## src/rtl/hazard_ctrl.sv

```systemverilog
// Pipeline sequencer for the renas 5-stage core: stage enables/flushes, EX forwarding,
// post-reset drain, data-memory wait watchdog and stall-cycle counter.
module hazard_ctrl #(
    parameter int INIT_CYCLES = 4,
    parameter int MEM_TIMEOUT = 255,
    parameter int CNT_W       = 32
) (
    input  logic             clk,
    input  logic             rst,
    input  logic [4:0]       id_rs1,
    input  logic [4:0]       id_rs2,
    input  logic             id_use_rs1,
    input  logic             id_use_rs2,
    input  logic [4:0]       ex_rs1,
    input  logic [4:0]       ex_rs2,
    input  logic [4:0]       ex_rd,
    input  logic             ex_reg_wen,
    input  logic             ex_cpu_read,
    input  logic             ex_redirect,
    input  logic [4:0]       mem_rd,
    input  logic             mem_reg_wen,
    input  logic             mem_req,
    input  logic [4:0]       wb_rd,
    input  logic             wb_reg_wen,
    input  logic             imem_ready,
    input  logic             dmem_ready,
    output logic             pc_en,
    output logic             if_id_en,
    output logic             id_ex_en,
    output logic             ex_mem_en,
    output logic             mem_wb_en,
    output logic             if_id_flush,
    output logic             id_ex_flush,
    output logic             ex_mem_flush,
    output logic             mem_wb_flush,
    output logic [1:0]       fwd_a,
    output logic [1:0]       fwd_b,
    output logic             mem_timeout,
    output logic [1:0]       ctrl_state,
    output logic [CNT_W-1:0] stall_cnt
);

    localparam int IW = (INIT_CYCLES > 1) ? $clog2(INIT_CYCLES) : 1;
    localparam int WW = (MEM_TIMEOUT > 1) ? $clog2(MEM_TIMEOUT) : 1;
    localparam logic [IW-1:0] INIT_LAST = IW'(INIT_CYCLES - 1);
    localparam logic [WW-1:0] WAIT_LAST = WW'((MEM_TIMEOUT > 0) ? (MEM_TIMEOUT - 1) : 0);
    localparam bit            WDOG_EN   = (MEM_TIMEOUT != 0);

    typedef enum logic [1:0] {
        ST_INIT = 2'b00,
        ST_RUN  = 2'b01,
        ST_WAIT = 2'b10
    } state_t;

    state_t            state;
    logic [IW-1:0]     init_cnt;
    logic [WW-1:0]     wait_cnt;
    logic [CNT_W-1:0]  stall_q;

    logic              dstall;
    logic              load_use;
    logic              timeout_hit;
    logic [4:0]        run_en;   // {pc, if_id, id_ex, ex_mem, mem_wb}
    logic [3:0]        run_fl;   // {if_id, id_ex, ex_mem, mem_wb}
    logic [4:0]        en;
    logic [3:0]        fl;
    logic              timeout_now;

    // Hazard detection and the RUN-state response to redirect / load-use / fetch wait
    always_comb begin
        dstall      = mem_req & ~dmem_ready;
        load_use    = ex_cpu_read & ex_reg_wen & (ex_rd != 5'd0) &
                      ((id_use_rs1 & (id_rs1 == ex_rd)) | (id_use_rs2 & (id_rs2 == ex_rd)));
        timeout_hit = WDOG_EN & (wait_cnt == WAIT_LAST);
        run_en      = 5'b11111;
        run_fl      = 4'b0000;
        if (ex_redirect) begin
            run_fl = 4'b1100;
        end else if (load_use) begin
            run_en = 5'b00111;
            run_fl = 4'b0100;
        end else if (!imem_ready) begin
            run_en = 5'b01111;
            run_fl = 4'b1000;
        end else begin
            run_en = 5'b11111;
            run_fl = 4'b0000;
        end
    end

    // Mealy enables/flushes/timeout from the registered state and current inputs
    always_comb begin
        en          = 5'b11111;
        fl          = 4'b0000;
        timeout_now = 1'b0;
        case (state)
            ST_INIT: begin
                en = 5'b00000;
                fl = 4'b1111;
            end
            ST_RUN: begin
                if (dstall) begin
                    en = 5'b00000;
                end else begin
                    en = run_en;
                    fl = run_fl;
                end
            end
            ST_WAIT: begin
                // EX fields are frozen during the wait, so a pending redirect lands here at exit
                if (dmem_ready) begin
                    en = run_en;
                    fl = run_fl;
                end else if (timeout_hit) begin
                    en          = 5'b00000;
                    fl          = 4'b1111;
                    timeout_now = 1'b1;
                end else begin
                    en = 5'b00000;
                end
            end
            default: begin
                en = 5'b00000;
                fl = 4'b1111;
            end
        endcase
    end

    // Operand forwarding: the younger MEM result wins over WB
    always_comb begin
        fwd_a = 2'b00;
        fwd_b = 2'b00;
        if (mem_reg_wen && (mem_rd != 5'd0) && (mem_rd == ex_rs1)) begin
            fwd_a = 2'b01;
        end else if (wb_reg_wen && (wb_rd != 5'd0) && (wb_rd == ex_rs1)) begin
            fwd_a = 2'b10;
        end else begin
            fwd_a = 2'b00;
        end
        if (mem_reg_wen && (mem_rd != 5'd0) && (mem_rd == ex_rs2)) begin
            fwd_b = 2'b01;
        end else if (wb_reg_wen && (wb_rd != 5'd0) && (wb_rd == ex_rs2)) begin
            fwd_b = 2'b10;
        end else begin
            fwd_b = 2'b00;
        end
    end

    // Sequencer state with drain and wait counters
    always_ff @(posedge clk or posedge rst) begin
        if (rst) begin
            state    <= ST_INIT;
            init_cnt <= '0;
            wait_cnt <= '0;
        end else begin
            case (state)
                ST_INIT: begin
                    if (init_cnt == INIT_LAST) begin
                        state    <= ST_RUN;
                        init_cnt <= '0;
                    end else begin
                        init_cnt <= init_cnt + IW'(1);
                    end
                end
                ST_RUN: begin
                    if (dstall) begin
                        state    <= ST_WAIT;
                        wait_cnt <= '0;
                    end
                end
                ST_WAIT: begin
                    if (dmem_ready || timeout_hit) begin
                        state <= ST_RUN;
                    end else begin
                        wait_cnt <= wait_cnt + WW'(1);
                    end
                end
                default: begin
                    state    <= ST_INIT;
                    init_cnt <= '0;
                end
            endcase
        end
    end

    // Saturating count of post-drain cycles in which fetch is held
    always_ff @(posedge clk or posedge rst) begin
        if (rst) begin
            stall_q <= '0;
        end else if ((state != ST_INIT) && !en[4] && (stall_q != {CNT_W{1'b1}})) begin
            stall_q <= stall_q + CNT_W'(1);
        end
    end

    assign {pc_en, if_id_en, id_ex_en, ex_mem_en, mem_wb_en}     = en;
    assign {if_id_flush, id_ex_flush, ex_mem_flush, mem_wb_flush} = fl;
    assign mem_timeout = timeout_now;
    assign ctrl_state  = state;
    assign stall_cnt   = stall_q;

endmodule

```

## config.mk

```make
export PLATFORM = sky130hd
export DESIGN_NAME = hazard_ctrl
export DESIGN_NICKNAME = d
export VERILOG_FILES = /design/src/rtl/hazard_ctrl.sv
export SDC_FILE = /design/constraint.sdc
export NUM_CORES = 1
export LEC_CHECK = 0
export BUFFER_PORTS_ARGS = -buffer_cell sky130_fd_sc_hd__buf_2
export CORE_AREA = 2 2 79 73
export CTS_CLUSTER_SIZE = 28
export DETAILED_ROUTE_END_ITERATION = 12
export DIE_AREA = 0 0 81 75
export GPL_ROUTABILITY_DRIVEN = 1
export PLACE_DENSITY = 0.83
export SYNTH_ARGS = -nofsm -noshare
export SYNTH_HDL_FRONTEND = slang
export SYNTH_SLANG_ARGS = --single-unit
```

## constraint.sdc

```tcl
create_clock -name clk -period 3.15 [get_ports clk]
set_input_delay 0.315 -clock clk [delete_from_list [all_inputs] [get_ports clk]]
set_output_delay 0.315 -clock clk [all_outputs]
set_load 0.005 [all_outputs]
```

==> metrics.md, run 1 <==
| Metric | Value |
|---|---|
| Number of global-route vias before repair | 2246 |
| Unrepaired setup endpoints after global routing | false |
| Number of sinks driven by the clock tree | 44 |
| Count of different cell masters after synthesis | 40 |
| Average wire length per cell after detail routing | 13.3 µm |
| Core Area | 0.00519 mm² |
| Count of fill cells added during filler insertion | 468 |
| Post-synthesis cell area | 0.00277 mm² |
| Floorplan die area | 0.00608 mm² |
| Cell at the slowest stage of the critical path | sky130_fd_sc_hd__dfrtp_1 |
| Sequential group share of total power | 40.4% |
| Worst path top cell family by delay | simple AND/OR/NAND/NOR gates |
| Total global routing overflow | 0 |
| Max Clk Rate | 439 MHz |
| Power share of the combinational group | 40.5% |
| Global routing usage summed across all routing layers | 21.0% |
| Kind of end point of the critical path | primary output |
| Overall via count from detail_route | 2462 |
| Minimum clock period after layout | 2.28 ns |
| Most used DFF post-synth | sky130_fd_sc_hd__dfrtp_1 |
| Instance count of the mapped netlist | 293 |
| Antenna Diode Count | 0 |
| Share of synthesized registers carrying an async set or reset | 100% |
| P_sw | 0.000696 W |
| # DRC | 0 |
| Int Pwr | 0.00117 W |
| Antenna violations before repair | 0 |
| DRT iter0 DRCs | 162 |
| Global-route wire length before repair | 9.90 mm |
| Register clock-pin slew on the reported worst setup and hold paths | 0.08 ns |
| Syn nets | 348 |
| Leading cell type in the layout, fill and taps excluded | sky130_fd_sc_hd__buf_2 |
| Classification of the worst setup path | reg -> out |
| Final non-filler cell total | 457 |
| Number of maximum-capacitance violations | 0 |
| Number of instances resized during post-cts repair | 0 |
| CTS root buffer | sky130_fd_sc_hd__clkbuf_8 |
| Pwr Density | 551 mW/mm² |
| Average instance area after synthesis | 9.46 µm² |
| Biggest fanout along the worst timing path | 6 |
| Leak | 1.61 nW |
| Largest voltage drop on the vdd net | 0.000363 V |
| Flop and latch count out of synthesis | 44 |
| Switching part of the total power | 37.2% |
| Buffers plus inverters on the worst setup path | 2 |
| Part of the power in the clock network | 19.1% |
| Worst min path class | in -> reg |
| Number of optimization iterations in the first detailed-route pass | 4 |
| H-tree depth | 2 |
| Sequential cell area fraction in the yosys report | 39.7% |
| Sort of element at the start of the critical path | flop |
| Cell-by-cell trace of the critical path | inv_1 -> ha_1 -> a21oi_1 -> nor2_1 -> and2_1 -> nor2b_1 -> buf_2 |
| Final sum of negative setup slack | 0 ns |
| Overall die width | 81 µm |
| Count of flip-flops with a built-in enable after synthesis | 0 |
| Post-Place Cells | 448 |
| Pins over their slew limit | 0 |
| IO Pins | 95 |
| WP data arrival | 1.96 ns |
| Maximum cell stage delay along the critical path | 0.44 ns |
| Required time of the critical path | 2.83 ns |
| Number of rows created at floorplan | 25 |
| Initial standard-cell utilization of the core | 53.4% |
| Buffer levels on the longest clock path | 2 |
| TritonCTS clock tree | yes |
| Total Routed Length | 6.07 mm |
| ANT nets after route | 0 |
| Count of buffers from port buffering | 94 |
| Yosys warns | 0 |
| Number of setup violations in the final report | 0 |
| Highest-count cells in the layout ignoring fill and taps | 94 x sky130_fd_sc_hd__buf_2, 44 x sky130_fd_sc_hd__dfrtp_1, 33 x sky130_fd_sc_hd__xor2_1, 31 x sky130_fd_sc_hd__xnor2_1, 21 x sky130_fd_sc_hd__nand2_1 |
| Skew final | 0.00511 ns |
| Average vias per placed instance | 5.39 |
| Die H | 75 µm |
| Share of the clock period used by the worst path after layout | 72.3% |
| Max-slew headroom at the worst pin | 58.0% |
| Net count of the finished layout | 444 |
| Transition time at the pin with the least slew margin | 0.624 ns |
| Proportion of layout cells with a drive suffix above 1 | 27.9% |
| Layout Area Growth over Synthesis | 22.4% |
| Final hold violation count | 0 |
| Maximum number of pins on one net before global-route repair | 43 |
| Later-pin clock latency in the skew report | 0.29 ns |
| Outcome | finished, final reports clean |
| Post-DP HPWL | 4.83 mm |
| GPL Wtd Cong | 0.869 |
| Number of buffers inserted during clock tree synthesis | 5 |
## logic make-up (layout without fill, tap and decap cells)
kind of cell | Yosys count | count (layout) | share of synthesized area [%]
xor gates and xnor gates | 64 | 64 | 20.2
AOI/OAI and AO/OA | 28 | 28 | 6.50
adders and majority gates | 8 | 8 | 3.61
muxes | 3 | 3 | 1.17
and+or+nand+nor | 125 | 125 | 25.1
buffers and inverters | 21 | 118 | 3.61
DFF | 44 | 44 | 39.7
## Yosys cell counts (4+ instances only)
cell type,n,area share [%]
sky130_fd_sc_hd__dfrtp_1,44,40
sky130_fd_sc_hd__xor2_1,33,10
sky130_fd_sc_hd__xnor2_1,31,9.8
sky130_fd_sc_hd__nand2_1,21,2.8
sky130_fd_sc_hd__nand4_1,19,4.3
sky130_fd_sc_hd__nor2_1,15,2.0
sky130_fd_sc_hd__nand3_1,13,2.3
sky130_fd_sc_hd__and3_1,12,2.7
sky130_fd_sc_hd__inv_1,12,1.6
sky130_fd_sc_hd__nor4_1,12,2.7
sky130_fd_sc_hd__o21ai_0,9,1.6
sky130_fd_sc_hd__ha_1,8,3.6
sky130_fd_sc_hd__a21oi_1,7,1.3
sky130_fd_sc_hd__nor3_1,7,1.3
sky130_fd_sc_hd__nor2b_1,4,0.90
sky130_fd_sc_hd__or3_1,4,0.90
sky130_fd_sc_hd__or4_1,4,1.1
## worst min-delay path, stage by stage
cell	delay, ns
sky130_fd_sc_hd__buf_2	0.11
sky130_fd_sc_hd__nor2_1	0.06
sky130_fd_sc_hd__nand2b_1	0.09
sky130_fd_sc_hd__o32ai_1	0.08
## path summary, 6_finish.rpt
check	start	depth (start not counted)	to	slack, ns
min in group asynchronous	rst	3	ctrl_state[0]	0.42
setup / recovery	ctrl_state[0]	7	pc_en	0.87
hold reg to reg	stall_cnt[20]	1	stall_cnt[20]	0.48
setup reg to reg	ctrl_state[0]	8	wait_cnt[4]	0.97
max in group asynchronous	rst	4	stall_cnt[18]	2.03
hold / removal	dmem_ready	4	wait_cnt[1]	0.40
## per-layer routing
layer | track usage [%] | wire, µm | vias up
li1 | - | - | 1237
met1 | 27.4 | 2620 | 1128
met2 | 34.9 | 2990 | 87
met3 | 4.32 | 373 | 10
met4 | 7.53 | 87 | 0
met5 | 0 | 0 | -
## power groups by stage
| stage | logic, W | registers [W] | clock network, W |
|---|---|---|---|
| finish | 0.000758 | 0.000755 | 0.000357 |
| global route | 0.000853 | 0.000769 | 0.000393 |
| detailed placement | 0.000762 | 0.000766 | 0 |
| global placement | 0.000739 | 0.000761 | 0 |
| floorplan | 0.000547 | 0.000749 | 0 |
| CTS | 0.000765 | 0.000756 | 0.000364 |
## layout make-up
class	instances	area, µm²	share of cell area (%)
multi-input cells	228	1570	46.3
repair buffers	98	503	14.8
well taps	67	83.8	2.47
inverters	12	45.0	1.33
clock buffers	8	90.1	2.65
flip-flops and latches	44	1100	32.4
## registers in the layout, indices dropped and copies added, names as in the netlist
register and flops:
wait_cnt 8, ctrl_state 2, stall_cnt 32, init_cnt 2
## what timing repair did
action                    CTS  global route
hold endpoints to repair    2             0
hold buffers                1             0
setup buffers               0             0
## metrics by stage
stage | worst slack, ns | area (µm²) | hold WS (ns) | utilization [%] | power, W
global placement | 1.08 | 3290 | 0.180 | 63.4 | 0.00150
finish | 0.873 | 3390 | 0.402 | 65.3 | 0.00187
floorplan | 1.21 | 2770 | 0.457 | - | 0.00130
detailed placement | 1.01 | 3290 | 0.179 | 63.4 | 0.00153
global route | 0.690 | 3390 | 0.433 | 65.3 | 0.00201
CTS | 0.901 | 3390 | 0.396 | 65.3 | 0.00189
Note: power is estimated with default switching activity, not from simulation.
==> inputs of run 2 (changes only) <==
ABC_AREA = 1   (was default)
CORE_AREA = 2 2 92 85   (was 2 2 79 73)
DIE_AREA = 0 0 94 87   (was 0 0 81 75)
PLACE_DENSITY = 0.75   (was 0.83)
clock period = 1.9 ns   (was 3.15 ns; I/O delays follow)
==> run 2 against run 1 <==
  * The run now ends with setup timing left
  * Area after synthesis grew 23%
  * Cell count up 60%
  * Non-clock buffer count is 41 higher
  * Clock skew is 0.0051 ns higher
  * Utilization is 3.0 points lower
  * Sequential share of layout area down 8.3 points
  * Critical path depth grew 3
  * Clock power up 110%
  * Routed wire length is 64% higher
==> metrics.md, run 2 <==
| Metric | Value |
|---|---|
| Leak | 2.48 nW (+54%) |
| Biggest fanout along the worst timing path | 7 (+1) |
| Share of synthesized registers carrying an async set or reset | 100% (unchanged) |
| Worst min path class | in -> async |
| CTS root buffer | sky130_fd_sc_hd__clkbuf_8 |
| Switching part of the total power | 42.2% (+5.0 points) |
| Flop and latch count out of synthesis | 44 (unchanged) |
| Met2 track demand over resource | 42.3% (+7.4 points) |
| Placement Cell Area | 0.00403 mm² (+22%) |
| Overall power of the completed layout | 0.00438 W (+130%) |
| Layout Area Growth over Synthesis | 33.9% |
| TritonCTS clock tree | yes |
| Largest cells by area after synthesis | sky130_fd_sc_hd__dfrtp_1 32%, sky130_fd_sc_hd__nand2_1 19%, sky130_fd_sc_hd__nand3_1 7.5% |
| Register clock-pin slew on the reported worst setup and hold paths | 0.08 ns (about the same) |
| Worst reg-to-reg path cell count | 11 (+3) |
| Failing checks | setup timing |
| Required time of the critical path | 1.71 ns (-1.12 ns) |
| Power share of the combinational group | 56.7% (+16 points) |
| Antenna violations before repair | 0 (unchanged) |
| Post-synthesis cell area | 0.00341 mm² (+23%) |
| Mux contribution to synthesized area | 0% (-1.2 points) |
| Top Usage Layer GRT | met2 |
| Later-pin clock latency in the skew report | 0.31 ns (+0.02 ns) |
| Most used DFF post-synth | sky130_fd_sc_hd__dfrtp_1 |
| Number of maximum-capacitance violations | 0 (unchanged) |
| Average vias per placed instance | 5.11 (-5.2%) |
| Antenna Diode Count | 0 (unchanged) |
| Sort of element at the start of the critical path | flop |
| Number of sinks driven by the clock tree | 44 (unchanged) |
| Pins over their slew limit | 0 (unchanged) |
| Area share of the largest cell type after synthesis | 32.3% (-7.4 points) |
| P_sw | 0.00185 W (+170%) |
| Skew final | 0.0102 ns (+0.00508 ns) |
| Xor-xnor portion of the synthesized cell area | 14.1% (-6.1 points) |
| Max-slew headroom at the worst pin | 62.8% (+4.8 points) |
| Initial standard-cell utilization of the core | 46.6% (-6.8 points) |
| Sequential cell area fraction in the yosys report | 32.3% (-7.4 points) |
| WP data arrival | 1.81 ns (-0.15 ns) |
| Count of flip-flops with a built-in enable after synthesis | 0 (unchanged) |
| Launching point of the worst reg2reg path | ctrl_state[1] |
| Dominant combinational cell family by area after synthesis | simple AND/OR/NAND/NOR gates |
| Register-to-register setup slack | 0.06 ns (-0.91 ns) |
| Proportion of layout cells with a drive suffix above 1 | 27.9% (about the same) |
| DRT iter0 DRCs | 215 (+33%) |
| Synth top cells by count | 171 x sky130_fd_sc_hd__nand2_1, 56 x sky130_fd_sc_hd__nor2_1, 51 x sky130_fd_sc_hd__nand3_1 |
| Arithmetic-cell share of the synthesized area counting full adders, half adders and majority gates | 2.93% (-0.68 points) |
| Highest-count cells in the layout ignoring fill and taps | 169 x sky130_fd_sc_hd__nand2_1, 93 x sky130_fd_sc_hd__buf_2, 56 x sky130_fd_sc_hd__nor2_1, 50 x sky130_fd_sc_hd__nand3_1, 44 x sky130_fd_sc_hd__dfrtp_1 |
| Overall die width | 94 µm (+16%) |
| Syn nets | 557 (+60%) |
| Flip-flop count of the largest register, all copies and words added | 32 (unchanged) |
| Instance count of the mapped netlist | 502 (+71%) |
| Sequential group share of total power | 26.5% (-14 points) |
| Kind of end point of the critical path | primary output |
| Net count of the finished layout | 691 (+56%) |
| Buffer levels on the longest clock path | 2 (unchanged) |
| Destination of the critical timing path | pc_en |
| Number of buffers inserted during clock tree synthesis | 5 (unchanged) |
| Number of rows created at floorplan | 30 (+20%) |
| Quantity of hold-fixing buffers added after cts | 0 (-1) |
| Floorplan die area | 0.00818 mm² (+35%) |
| Count of buffers from port buffering | 94 (unchanged) |
| Core Area | 0.00732 mm² (+41%) |
| Int Pwr | 0.00253 W (+120%) |
| Worst setup slack after placement | -0.0121 ns (-1.03 ns) |
| Unrepaired setup endpoints after global routing | true |
| Count of fill cells added during filler insertion | 656 (+40%) |
| Maximum number of pins on one net before global-route repair | 45 (+4.7%) |
| Number of setup violations in the final report | 7 (+7) |
| ANT nets after route | 0 (unchanged) |
| Post-route design area | 0.00457 mm² (+35%) |
| Die H | 87 µm (+16%) |
| GPL Wtd Cong | 1.02 (+17%) |
| Share of the clock period used by the worst path after layout | 105% |
| Number of optimization iterations in the first detailed-route pass | 5 (+1) |
| Met3 track utilization from global routing | 3.20% (-1.1 points) |
| Cell type with the highest aggregate area in the netlist | sky130_fd_sc_hd__dfrtp_1 |
| Largest voltage drop on the vdd net | 0.000825 V (+130%) |
| Count of different cell masters after synthesis | 27 (-33%) |
| Leading cell type in the layout, fill and taps excluded | sky130_fd_sc_hd__nand2_1 |
| Total Routed Length | 9.93 mm (+64%) |
| Average instance area after synthesis | 6.79 µm² (-28%) |
| H-tree depth | 2 (unchanged) |
| Global routing usage on met1 | 28.3% (+0.87 points) |
| # DRC | 0 (unchanged) |
| Post-DP HPWL | 7.00 mm (+45%) |
| Max Clk Rate | 500 MHz |
| Global routing usage summed across all routing layers | 23.1% (+2.1 points) |
| Number of global-route vias before repair | 3465 (+54%) |
| Finished Core Util | 62.4% (-3.0 points) |
| Transition time at the pin with the least slew margin | 0.558 ns (-0.0660 ns) |
| IO Pins | 95 (unchanged) |
| Capturing point of the worst reg2reg path | stall_cnt[1] |
| Dominant cell by count in the synthesized netlist | sky130_fd_sc_hd__nand2_1 |
| Total global routing overflow | 0 (unchanged) |
| Average wire length per cell after detail routing | 13.5 µm (+2.1%) |
| Final WS setup | -0.102 ns (-0.974 ns) |
| Yosys warns | 0 (unchanged) |
| Minimum clock period after layout | 2.00 ns |
| Final hold violation count | 0 (unchanged) |
| Classification of the worst setup path | reg -> out |
| Pwr Density | 959 mW/mm² (+74%) |
| Worst setup startpoint | ctrl_state[1] |
| Overall via count from detail_route | 3744 (+52%) |
| Final sum of negative setup slack | -0.302 ns (-0.302 ns) |
| Outcome | complete, but fails checks |
| Part of the power in the clock network | 16.7% (-2.4 points) |
| Area fraction in compound gates after synthesis | 3.23% (-3.3 points) |
| Global-route wire length before repair | 15.4 mm (+55%) |
| Area fraction in and, or, nand and nor cells after synthesis | 38.8% (+14 points) |
## run 2: logic make-up after synthesis
family,count (synthesis)
flip-flops,44
buffers and inverters,64
XOR/XNOR,55
adder cells (fa/ha/maj),8
AND/OR/NAND/NOR,313
AO/OA/AOI/OAI,18
## run 2: worst min-delay path by stage
stage | end | cells past startpoint
2_1_floorplan | wait_cnt[0] | 3
3_3_place_gp | wait_cnt[2] | 3
3_5_place_dp | wait_cnt[6] | 3
4_1_cts | stall_cnt[28] | 3
5_1_grt | wait_cnt[7] | 3
6_report | wait_cnt[6] | 3
## run 2: timing repair
action,4_1_cts,5_1_grt
gates resized for setup,17,25
pin swaps,5,9
buffers inserted,17,14
setup endpoints to repair,7,49
cloned,0,3
endpoints found under the hold margin,0,0
## run 2: metrics by stage
stage | hold slack (ns) | cells
6_report | 0.000860 | 733
5_1_grt | 0.0762 | 733
4_1_cts | 0.0324 | 719
3_5_place_dp | 0.367 | 695
3_3_place_gp | 0.353 | 695
2_1_floorplan | 0.396 | 502
## run 2: routing by layer
layer | vias up | part of all wire, %
li1 | 1850 | -
met1 | 1758 | 41
met5 | - | 0
met2 | 116 | 51
met4 | 0 | 2.1
met3 | 20 | 5.5
## run 2: power by group through the flow
stage / Sequential (W) / Combinational, W / Clock, W
finish: 0.00116 / 0.00248 / 0.000732
global route: 0.00118 / 0.00271 / 0.000771
CTS: 0.00117 / 0.00191 / 0.000750
detailed placement: 0.00118 / 0.00166 / 0
global placement: 0.00118 / 0.00162 / 0
floorplan: 0.00117 / 0.00120 / 0
## run 2: worst max-delay path: stages, from the launching register on
cell and delay, ns:
sky130_fd_sc_hd__dfrtp_1 0.41, sky130_fd_sc_hd__inv_2 0.13, sky130_fd_sc_hd__ha_4 0.17, sky130_fd_sc_hd__o21ai_2 0.08, sky130_fd_sc_hd__nand2_2 0.11, sky130_fd_sc_hd__inv_4 0.06, sky130_fd_sc_hd__nor2_4 0.15, sky130_fd_sc_hd__nand3_4 0.11
sky130_fd_sc_hd__buf_12 0.15, sky130_fd_sc_hd__inv_1 0.04, sky130_fd_sc_hd__buf_2 0.10
## run 2: cell type report
type                            count  area (µm²)  area share (%)
Clock inverter                      3        42.5           0.932
Clock buffer                        5        68.8            1.51
Inverter                           51         200            4.38
Multi-Input combinational cell    395        2150            47.1
Sequential cell                    44        1100            24.1
Timing Repair Buffer              139         881            19.3
Tap cell                           96         120            2.63
